[src/rtl/conv_window_gen_pkg.sv]
// Shared definitions for the 3x3 window generator and its downstream 9-cell PE.
package conv_window_gen_pkg;

    localparam int unsigned CELL_BIT_DEF  = 8;
    localparam int unsigned N_CELL_DEF    = 9;
    localparam int unsigned DIM_BITS_DEF  = 7;
    localparam int unsigned MAX_WIDTH_DEF = 64;
    localparam int unsigned WIN_DIM       = 3;

    typedef enum logic {
        IDLE = 1'b0,
        RUN  = 1'b1
    } state_t;

    // Cell k occupies win[cell_msb(k) -: cell_bit]; cell 0 is the top-left (oldest) pixel.
    function automatic int unsigned cell_msb(input int unsigned k, input int unsigned cell_bit);
        return cell_bit * (N_CELL_DEF - k) - 1;
    endfunction

endpackage

[src/rtl/conv_line_buffer.sv]
// One image row of pixel storage: asynchronous read, synchronous write.
module conv_line_buffer #(
    parameter int unsigned MAX_WIDTH = conv_window_gen_pkg::MAX_WIDTH_DEF,
    parameter int unsigned CELL_BIT  = conv_window_gen_pkg::CELL_BIT_DEF,
    parameter int unsigned ADDR_BITS = $clog2(MAX_WIDTH)
) (
    input  logic                 clk,
    input  logic                 we,
    input  logic [ADDR_BITS-1:0] addr,
    input  logic [CELL_BIT-1:0]  wdata,
    output logic [CELL_BIT-1:0]  rdata
);

    logic [CELL_BIT-1:0] mem [MAX_WIDTH];

    always_ff @(posedge clk) begin
        if (we) begin
            mem[addr] <= wdata;
        end
    end

    assign rdata = mem[addr];

endmodule

[src/rtl/conv_window_gen.sv]
// Raster pixel stream to 3x3 convolution windows (no padding, stride 1).
// Optional win_last output enabled by defining CONV_WINDOW_LAST_EN.
module conv_window_gen
    import conv_window_gen_pkg::*;
#(
    parameter int unsigned CELL_BIT  = CELL_BIT_DEF,
    parameter int unsigned N_CELL    = N_CELL_DEF,
    parameter int unsigned MAX_WIDTH = MAX_WIDTH_DEF,
    parameter int unsigned DIM_BITS  = DIM_BITS_DEF
) (
    input  logic                       clk,
    input  logic                       reset,
    input  logic                       start,
    input  logic [DIM_BITS-1:0]        cfg_width,
    input  logic [DIM_BITS-1:0]        cfg_height,
    input  logic [CELL_BIT-1:0]        pix,
    input  logic                       pix_valid,
    output logic                       busy,
    output logic [CELL_BIT*N_CELL-1:0] win,
    output logic                       win_valid,
    output logic                       frame_done,
    output logic                       cfg_err
`ifdef CONV_WINDOW_LAST_EN
    ,
    output logic                       win_last
`endif
);

    localparam int unsigned ADDR_BITS = $clog2(MAX_WIDTH);

    state_t              state;
    logic [DIM_BITS-1:0] row;
    logic [DIM_BITS-1:0] col;
    logic [DIM_BITS-1:0] w_cfg;
    logic [DIM_BITS-1:0] h_cfg;
    logic [CELL_BIT-1:0] cells [N_CELL];
    logic [CELL_BIT-1:0] nxt_cells [N_CELL];
    logic [CELL_BIT-1:0] lb0_rd;
    logic [CELL_BIT-1:0] lb1_rd;
    logic                cfg_ok_c;
    logic                accept_c;
    logic                at_last_c;
    logic                in_window_c;

    always_comb begin
        cfg_ok_c    = (cfg_width >= DIM_BITS'(3)) && (cfg_width <= DIM_BITS'(MAX_WIDTH))
                      && (cfg_height >= DIM_BITS'(3));
        accept_c    = (state == RUN) && pix_valid && !start;
        at_last_c   = (row == h_cfg - DIM_BITS'(1)) && (col == w_cfg - DIM_BITS'(1));
        in_window_c = (row >= DIM_BITS'(2)) && (col >= DIM_BITS'(2));
    end

    // LB0 holds row r-2, LB1 holds row r-1 at each column.
    conv_line_buffer #(
        .MAX_WIDTH (MAX_WIDTH),
        .CELL_BIT  (CELL_BIT),
        .ADDR_BITS (ADDR_BITS)
    ) u_lb0 (
        .clk   (clk),
        .we    (accept_c),
        .addr  (col[ADDR_BITS-1:0]),
        .wdata (lb1_rd),
        .rdata (lb0_rd)
    );

    conv_line_buffer #(
        .MAX_WIDTH (MAX_WIDTH),
        .CELL_BIT  (CELL_BIT),
        .ADDR_BITS (ADDR_BITS)
    ) u_lb1 (
        .clk   (clk),
        .we    (accept_c),
        .addr  (col[ADDR_BITS-1:0]),
        .wdata (pix),
        .rdata (lb1_rd)
    );

    // Shift window left one column; new right column is {row r-2, row r-1, row r}.
    always_comb begin
        for (int unsigned k = 0; k < N_CELL; k++) begin
            nxt_cells[k] = cells[k];
        end
        for (int unsigned r = 0; r < WIN_DIM; r++) begin
            nxt_cells[WIN_DIM*r]     = cells[WIN_DIM*r + 1];
            nxt_cells[WIN_DIM*r + 1] = cells[WIN_DIM*r + 2];
        end
        nxt_cells[2] = lb0_rd;
        nxt_cells[5] = lb1_rd;
        nxt_cells[8] = pix;
    end

    always_comb begin
        win = '0;
        for (int unsigned k = 0; k < N_CELL; k++) begin
            win[cell_msb(k, CELL_BIT) -: CELL_BIT] = cells[k];
        end
    end

    // Control FSM, counters and window registers.
    always_ff @(posedge clk) begin
        if (!reset) begin
            state      <= IDLE;
            busy       <= 1'b0;
            win_valid  <= 1'b0;
            frame_done <= 1'b0;
            cfg_err    <= 1'b0;
            row        <= '0;
            col        <= '0;
            w_cfg      <= '0;
            h_cfg      <= '0;
            for (int unsigned k = 0; k < N_CELL; k++) begin
                cells[k] <= '0;
            end
`ifdef CONV_WINDOW_LAST_EN
            win_last   <= 1'b0;
`endif
        end else begin
            win_valid  <= 1'b0;
            frame_done <= 1'b0;
            cfg_err    <= 1'b0;
`ifdef CONV_WINDOW_LAST_EN
            win_last   <= 1'b0;
`endif
            if (start) begin
                if (cfg_ok_c) begin
                    w_cfg <= cfg_width;
                    h_cfg <= cfg_height;
                    row   <= '0;
                    col   <= '0;
                    state <= RUN;
                    busy  <= 1'b1;
                end else begin
                    cfg_err <= 1'b1;
                    state   <= IDLE;
                    busy    <= 1'b0;
                end
            end else if (accept_c) begin
                for (int unsigned k = 0; k < N_CELL; k++) begin
                    cells[k] <= nxt_cells[k];
                end
                win_valid <= in_window_c;
                if (col == w_cfg - DIM_BITS'(1)) begin
                    col <= '0;
                    row <= row + DIM_BITS'(1);
                end else begin
                    col <= col + DIM_BITS'(1);
                end
                if (at_last_c) begin
                    state      <= IDLE;
                    busy       <= 1'b0;
                    frame_done <= 1'b1;
`ifdef CONV_WINDOW_LAST_EN
                    win_last   <= 1'b1;
`endif
                end
            end
        end
    end

endmodule

[config.mk]
export PLATFORM = sky130hd
export DESIGN_NAME = conv_window_gen
export DESIGN_NICKNAME = d
export VERILOG_FILES = /design/src/rtl/conv_window_gen_pkg.sv /design/src/rtl/conv_line_buffer.sv /design/src/rtl/conv_window_gen.sv
export SDC_FILE = /design/constraint.sdc
export NUM_CORES = 1
export LEC_CHECK = 0
export BUFFER_PORTS_ARGS = -buffer_cell sky130_fd_sc_hd__buf_2
export CAP_MARGIN = 0
export CELL_PAD_IN_SITES_DETAIL_PLACEMENT = 0
export CELL_PAD_IN_SITES_GLOBAL_PLACEMENT = 1
export CORE_MARGIN = 2
export CORE_UTILIZATION = 40
export DETAILED_ROUTE_END_ITERATION = 7
export HOLD_SLACK_MARGIN = 0.15
export PLACE_DENSITY_LB_ADDON = 0.1
export SYNTH_ARGS = -nofsm -noshare
export SYNTH_HDL_FRONTEND = slang
export SYNTH_HIERARCHICAL = 1
export SYNTH_SLANG_ARGS = --single-unit
[constraint.sdc]
create_clock -name clk -period 10.6 [get_ports clk]
set_input_delay 2.12 -clock clk [delete_from_list [all_inputs] [get_ports clk]]
set_output_delay 2.12 -clock clk [all_outputs]
set_load 0.01 [all_outputs]
== After elaboration in Yosys (flattened, before gate mapping) ==
Memories as Yosys holds them, arrays and structs flattened. A register that Yosys moved wholly into a read port is not among the register bits.
Index checks and enable logic that the tools add are counted.
Widths: inputs -> output; s select.

* Add/sub/neg operators: 4
* $lt $le $gt $ge: 5
* Equal/unequal tests: 3
* Muxes and demuxes: 32
* Bitwise gates (word level): 11
* Reduce and logical (&&, ||, !) cells: 16

{| class="wikitable"
|+ Operators with widths
! cell !! count
|-
| $mux 8 || 9
|-
| $mux 7 || 7
|-
| $ge 7x2->1 const B || 4
|-
| $mux 6 || 4
|-
| $add 7x1->7 const B || 2
|-
| $eq 7x7->1 || 2
|-
| $sub 7x1->7 const B || 2
|-
| $mux 1 || 12
|-
| $or 1x1->1 || 9
|-
| $reduce_and 2->1 || 4
|-
| $le 7x7->1 const B || 1
|-
| $logic_and 1x1->1 || 6
|-
| $reduce_bool 2->1 || 3
|-
| $reduce_and 3->1 || 1
|-
| $reduce_or 3->1 || 1
|-
| $ne 2x1->1 const B || 1
|-
| $not 1->1 || 2
|-
| $logic_not 1->1 || 1
|}

* Flip-flop bits (word level): 32
* RAM bits: 1096
* Bits of input ports: 26
* Output and inout bits: 76
* Word-level logic and storage cells: 82
* Memories: 3

{| class="wikitable"
|+ Memory list
! name !! depth !! width !! rd ports !! clocked after memory_dff !! wr ports !! RTL line !! text
|-
| u_lb0.mem || 64 || 8 || 1 || 1 || 1 || conv_line_buffer.sv:14 || <nowiki>logic [CELL_BIT-1:0] mem [MAX_WIDTH];</nowiki>
|-
| u_lb1.mem || 64 || 8 || 1 || 1 || 1 || conv_line_buffer.sv:14 ||
|-
| cells || 9 || 8 || 9 || 0 || 9 || conv_window_gen.sv:36 || <nowiki>logic [CELL_BIT-1:0] cells [N_CELL];</nowiki>
|}

== Depth between registers and ports, before layout ==
Gate-level depths: netlist of the first run.

* Word-level depth: 7
* Depth in mapped cells: 11
* Depth with buffers taken out: 8

== Modules after synthesis ==
Netlist of the first run, hierarchy kept.

{| class="wikitable"
|+ By module, submodules not included
! module !! instances !! cells each !! area each (sq um) !! seq. area each (sq um)
|-
| conv_line_buffer || 2 || 1163 || 20289.5 || 15374.7
|-
| conv_window_gen || 1 || 371 || 4583.1 || 2802.7
|}

== Least setup slack after synthesis of the first run ==
No wires, ideal clock.

* Path type: input to register
* Start: input start
* End: memory cells[0][0] in the netlist's numbering (enable)
* Setup time: 432 ps
* Arrival time: 4051 ps
* Data required time: 10168 ps
* Setup slack: 6117 ps
* Stages: 2
* Path buffers: 0
* Path through: nand3b_1 -> nand2_1

{| class="wikitable"
|+ RTL lines
! what !! RTL line !! text
|-
| start: declaration || conv_window_gen.sv:13 || <nowiki>input logic start,</nowiki>
|-
| end: declaration || conv_window_gen.sv:36 ||
|}

== Worst setup path after layout of the first run ==
* Start: input start
* End: memory u_lb1/mem[21][3] in the netlist's numbering (enable)

* Word-level cells in the longest chain between the ends: 4

{| class="wikitable"
|+ Ends and longest elaborated chain
! what !! RTL line !! text
|-
| $logic_not 1->1 || conv_window_gen.sv:48 || <nowiki>accept_c = (state == RUN) && pix_valid && !start;</nowiki>
|-
| $logic_and 1x1->1 || conv_window_gen.sv:48 ||
|-
| $mux 1 || conv_line_buffer.sv:17 || <nowiki>if (we) begin</nowiki>
|-
| $mux 1 (implied by the code) || conv_line_buffer.sv:18 || <nowiki>mem[addr] <= wdata;</nowiki>
|-
| end: declaration || conv_line_buffer.sv:14 ||
|}

Every way passes these cells.

==> results of run 1 <==
-- layout by cell type (no fill, tap or decap), types with 42 or more instances in the layout --
cell,instances
edfxtp_1,1096
nor2_1,172
mux2i_1,140
clkbuf_16,119
buf_2,100
nand2_1,98
and3_1,96
mux4_2,82
a22oi_1,80
a21oi_1,69
buf_4,58
nand2b_1,50
o22ai_1,44
a221oi_1,42
-- worst max-delay path, stage by stage --
cell and delay, ns:
buf_2 0.12, nand3b_1 0.49, inv_2 0.49, buf_4 0.58, nand3_1 1.05, nor2_1 0.99
-- logic make-up after synthesis --
group,synth area share [%]
AND/OR/NAND/NOR,7.17
buffers and inverters,2.14
flip-flops,74.3
adder cells (fa/ha/maj),0.166
AO/OA/AOI/OAI,7.96
XOR/XNOR,0.477
multiplexers,7.79
-- synthesized netlist by cell type (all sizes together), types with 30 or more instances --
| cell | instances | area [µm²] |
|---|---|---|
| a21oi | 69 | 345 |
| a221oi | 43 | 383 |
| a22oi | 80 | 601 |
| a31oi | 31 | 194 |
| and3 | 96 | 601 |
| buf | 95 | 556 |
| clkbuf | 90 | 338 |
| dfxtp | 32 | 641 |
| edfxtp | 1096 | 32900 |
| mux2i | 140 | 1400 |
| mux4 | 82 | 1850 |
| nand2 | 99 | 372 |
| nand2b | 50 | 313 |
| nor2 | 175 | 657 |
| nor2b | 30 | 188 |
| o22ai | 44 | 275 |
-- final cells by class --
cell class                      instances  area (µm²)
Fill cell                            9669       61100
Sequential cell                      1128       33600
Multi-Input combinational cell       1364       10700
Clock buffer                          134        3060
Tap cell                             1500        1880
Timing Repair Buffer                  161         996
Clock inverter                         81         875
Inverter                               20        75.1
-- how the worst max path moves through the flow --
stage          startpoint               end  cells past startpoint
2_1_floorplan       start       cells[0][0]                      2
3_3_place_gp        start  u_lb1/mem[61][1]                      6
3_5_place_dp        start  u_lb1/mem[21][3]                      6
4_1_cts             start  u_lb1/mem[21][4]                      6
5_1_grt             start  u_lb1/mem[61][7]                      6
6_report            start  u_lb1/mem[21][3]                      6
-- power groups by stage --
stage               Sequential [mW]  Combinational [mW]  Clock [mW]
floorplan                      5.00              0.0748           0
global placement               5.00               0.201           0
detailed placement             5.00               0.201           0
CTS                            4.90               0.200        4.30
global route                   4.90               0.210        4.48
finish                         4.90               0.196        4.23
-- metal layers --
metal  wire length (µm)  track usage (%)  vias up
met1              61600             34.3    13839
met2              63900             36.6     1175
met3               9790             3.80      149
met5                 13                0        -
li1                   -                -    11043
met4               2180             5.14        2
-- flip-flops by register name (all words and copies together), names as in the netlist, 7 cells and up --
name,flops
u_lb0/mem,512
w_cfg,7
u_lb1/mem,512
h_cfg,7
row,7
cells,72
col,7
==> run summary, run 1 <==
Switching Fraction -> 20.3%
Number of synthesized flops with an enable pin -> 1096
Remaining global-route overflow -> 0
DRC -> 0
Hold EP -> h_cfg[6]
Reg2Reg Depth -> 8
Fin nets -> 2822
Setup CP Type -> input pin to flop
Largest net degree at the start of global routing -> 123
IR drop worst, VDD -> 128 µV
Fin crit share -> 52.6%
Worst Hold Class -> flop to flop
H-tree levels -> 3
CP required -> 10.92 ns
First drt pass iteration count -> 5
CTS tree -> yes
HP Start -> h_cfg[6]
Total GRT Usage -> 23.3%
Syn_nets -> 2729
Effective utilization at floorplan -> 40.3%
Fmax -> 0.179 GHz
Leakage -> 16.3 nW
Outcome -> complete, no violations
Post-CTS setup buffer count -> 0
Post-CTS Resized -> 0
# rows -> 123
Clk_skew -> 0.0315 ns
Hold Slack -> 0.555 ns
Via count -> 26208
PwrDens -> 182 mW/mm²
Layout cell share with drive strength beyond 1 -> 16.6%
# IOs -> 102
Combinational Power Share -> 2.1%
CP endpoint kind -> flop
Worst-path clk slew -> 0.06 ns
Die W -> 340 µm
Gpl congestion -> 0.858
Post-Route Setup TNS -> 0 ns
Post-synth top flop -> edfxtp_1
Syn avg cell area -> 16.7 µm²
Area Overhead vs Synth -> 13.2%
Fin cells -> 4388
Worst Path Max Fanout -> 58
Synth async-reset ratio -> 0%
Max-cap viol count -> 0
Clk root buf -> clkbuf_16
Max-slew violation count -> 0
Switching pwr -> 1.89 mW
Fin. Hold Viols -> 0
Seq pwr share -> 52.6%
Mapped Cells -> 2697
Placed insts -> 4173
Clk buf depth -> 3
Max-slew headroom at the worst pin -> 18.4%
DP HPWL -> 81200 µm
Clock sinks -> 1128
Finished Cell Area -> 0.0511 mm²
Antenna violations before repair -> 4
Worst r2r src -> col[2]
Mapped Area -> 0.0452 mm²
Die ar. -> 0.116 mm²
Flop-to-flop setup slack -> 5.12 ns
Power consumption -> 9.32 mW
Fin util -> 45.6%
PortBufs -> 101
# hold bufs at CTS -> 0
Crit path arrival time -> 5.90 ns
RSZ-0062 raised after global routing -> false
Core box area -> 0.112 mm²
Clock power share -> 45.3%
Sequential element share of the synthesized area -> 74.3%
Syn. warnings -> 6
Vias/cell -> 5.97
First-pass GRT wire length -> 195000 µm
Placed Area -> 0.0472 mm²
Worst skew pair latency -> 0.70 ns
Setup violations, final -> 0
Fin worst setup slack -> 5.02 ns
Die H -> 340 µm
Wire per inst -> 31.3 µm
Hold depth -> 2
ANT cells -> 0
Post-DRT Antenna Nets -> 0
Int Power -> 7.43 mW
Tmin final -> 5.58 ns
Netlist cell types -> 73
Worst-Margin Slew -> 1.22 ns
Detailed Route WL -> 138000 µm
Yosys reg bits -> 1128
Worst r2r dst -> cells[0][41]
Initial drt markers -> 3076
CP Launch Type -> input pin
Setup WS pre-CTS -> 4.26 ns
CTS Buf Count -> 115
Number of global-route vias before repair -> 25766
No activity file was read; power rests on OpenSTA's default activity.
==> inputs of run 2 (changes only) <==
Clock period 10.6 ns to 5.15 ns, I/O delays scaled along.
==> run summary, run 2 (synthesis gave the netlist of run 1 again) <==
CTS Buf Count -> 118
Fin util -> 46.1%
Worst-path clk slew -> 0.06 ns
Clock sinks -> 1128
CTS tree -> yes
DRC -> 0
PortBufs -> 101
Setup violations, final -> 0
Antenna violations before repair -> 1
Fin. Hold Viols -> 0
Total GRT Usage -> 22.8%
First-pass GRT wire length -> 192000 µm
HP Start -> h_cfg[6]
Max-slew violation count -> 0
Max-slew headroom at the worst pin -> 8.15%
RSZ-0062 raised after global routing -> false
Layout cell share with drive strength beyond 1 -> 18.2%
Worst r2r src -> col[1]
Worst-Margin Slew -> 1.37 ns
Area Overhead vs Synth -> 14.6%
Number of global-route vias before repair -> 26120
Via count -> 26310
Multi-input logic area -> 0.0107 mm²
CP endpoint kind -> flop
Vias/cell -> 5.88
Worst Path Max Fanout -> 78
Clk root buf -> clkbuf_16
Fin nets -> 2905
Worst skew pair latency -> 0.71 ns
Setup CP Type -> flop to flop
Clk buf depth -> 3
Post-DRT Antenna Nets -> 0
Combinational Power Share -> 2.0%
Int Power -> 15.2 mW
# hold bufs at CTS -> 0
Post-CTS Resized -> 0
Post-Route Setup TNS -> 0 ns
CP Launch Type -> flop
Leakage -> 16.8 nW
Worst Hold Class -> flop to flop
Switching Fraction -> 20.3%
Post-CTS setup buffer count -> 0
Detailed Route WL -> 133000 µm
Effective utilization at floorplan -> 40.3%
Crit path arrival time -> 4.60 ns
First drt pass iteration count -> 7
Fin crit share -> 83.2%
Seq pwr share -> 53.1%
Clock power share -> 44.9%
Fmax -> 0.233 GHz
PwrDens -> 367 mW/mm²
Max-cap viol count -> 0
Clk_skew -> 0.0349 ns
Fill cells -> 9526
Top Registers -> u_lb0/mem: 512 flops, u_lb1/mem: 512 flops, cells: 72 flops
# IOs -> 102
Hold Slack -> 0.550 ns
Die ar. -> 0.116 mm²
H-tree levels -> 3
Switching pwr -> 3.85 mW
IR drop worst, VDD -> 279 µV
Most frequent cells in the layout -> edfxtp_1, nor2_1, mux2i_1
Largest net degree at the start of global routing -> 79
Die H -> 340 µm
Critical Path Source -> col[1]
Outcome -> complete, no violations
ANT cells -> 0
Seq. cell area -> 0.0336 mm²
CP required -> 5.46 ns
DP HPWL -> 84400 µm
Wire per inst -> 29.7 µm
Tmin final -> 4.29 ns
Core box area -> 0.112 mm²
Commonest non-fill, non-tap cell in the layout -> edfxtp_1
Gpl congestion -> 0.858
Die W -> 340 µm
# rows -> 123
Remaining global-route overflow -> 0
Initial drt markers -> 2808
==> run 2: cell types whose count changed in the layout (fill, tap and decap cells not counted), sizes merged <==
cell      delta
clkinvlp     -6
clkinv       +4
inv          -2
buf         +80
bufinv       -3
clkbuf      +14
==> run 2: final timing paths <==
kind	endpoint	slack (ns)	cells after the start
setup reg to reg	u_lb0/mem[59][0]	0.86	4
setup / recovery	u_lb0/mem[59][0]	0.86	4
hold / removal	h_cfg[6]	0.55	2
hold reg to reg	h_cfg[6]	0.55	2
==> run 2: metrics by stage <==
step	worst slack (ns)	std cells	cell area (µm²)	total power, mW
2_1_floorplan	1.34	2697	45200	10.4
3_3_place_gp	0.863	4253	47900	10.7
3_5_place_dp	0.796	4253	47900	10.7
4_1_cts	0.833	4475	51800	19.2
5_1_grt	0.643	4475	51800	19.6
6_report	0.864	4475	51800	19.0
==> run 2: critical path, stage by stage (launching register included) <==
cell and delay (ns):
dfxtp_4 0.82, buf_12 0.42, and2_1 0.88, nand2_1 0.63, nor2_1 1.03
==> run 2: power by group through the flow <==
stage	registers [mW]	logic [mW]	clock network [mW]
after global routing	10.1	0.416	9.08
after CTS	10.1	0.393	8.72
after detailed placement	10.3	0.392	0
after floorplan	10.3	0.154	0
final	10.1	0.385	8.53
after global placement	10.3	0.385	0
==> run 2: metal layers <==
metal,vias up,global-route usage [%],routed length [µm]
li1,11201,-,-
met1,13934,34.0,60600
met2,993,35.0,60900
met3,182,3.13,8250
met4,0,6.20,2990
met5,-,0,0
==> run 2: layout make-up <==
class,count,area share (%)
clock buffers,148,5.96
clock inverters,74,1.53
inverters,20,0.145
multi-input cells,1364,20.6
flip-flops and latches,1128,64.8
well taps,1500,3.63
repair buffers,241,3.28
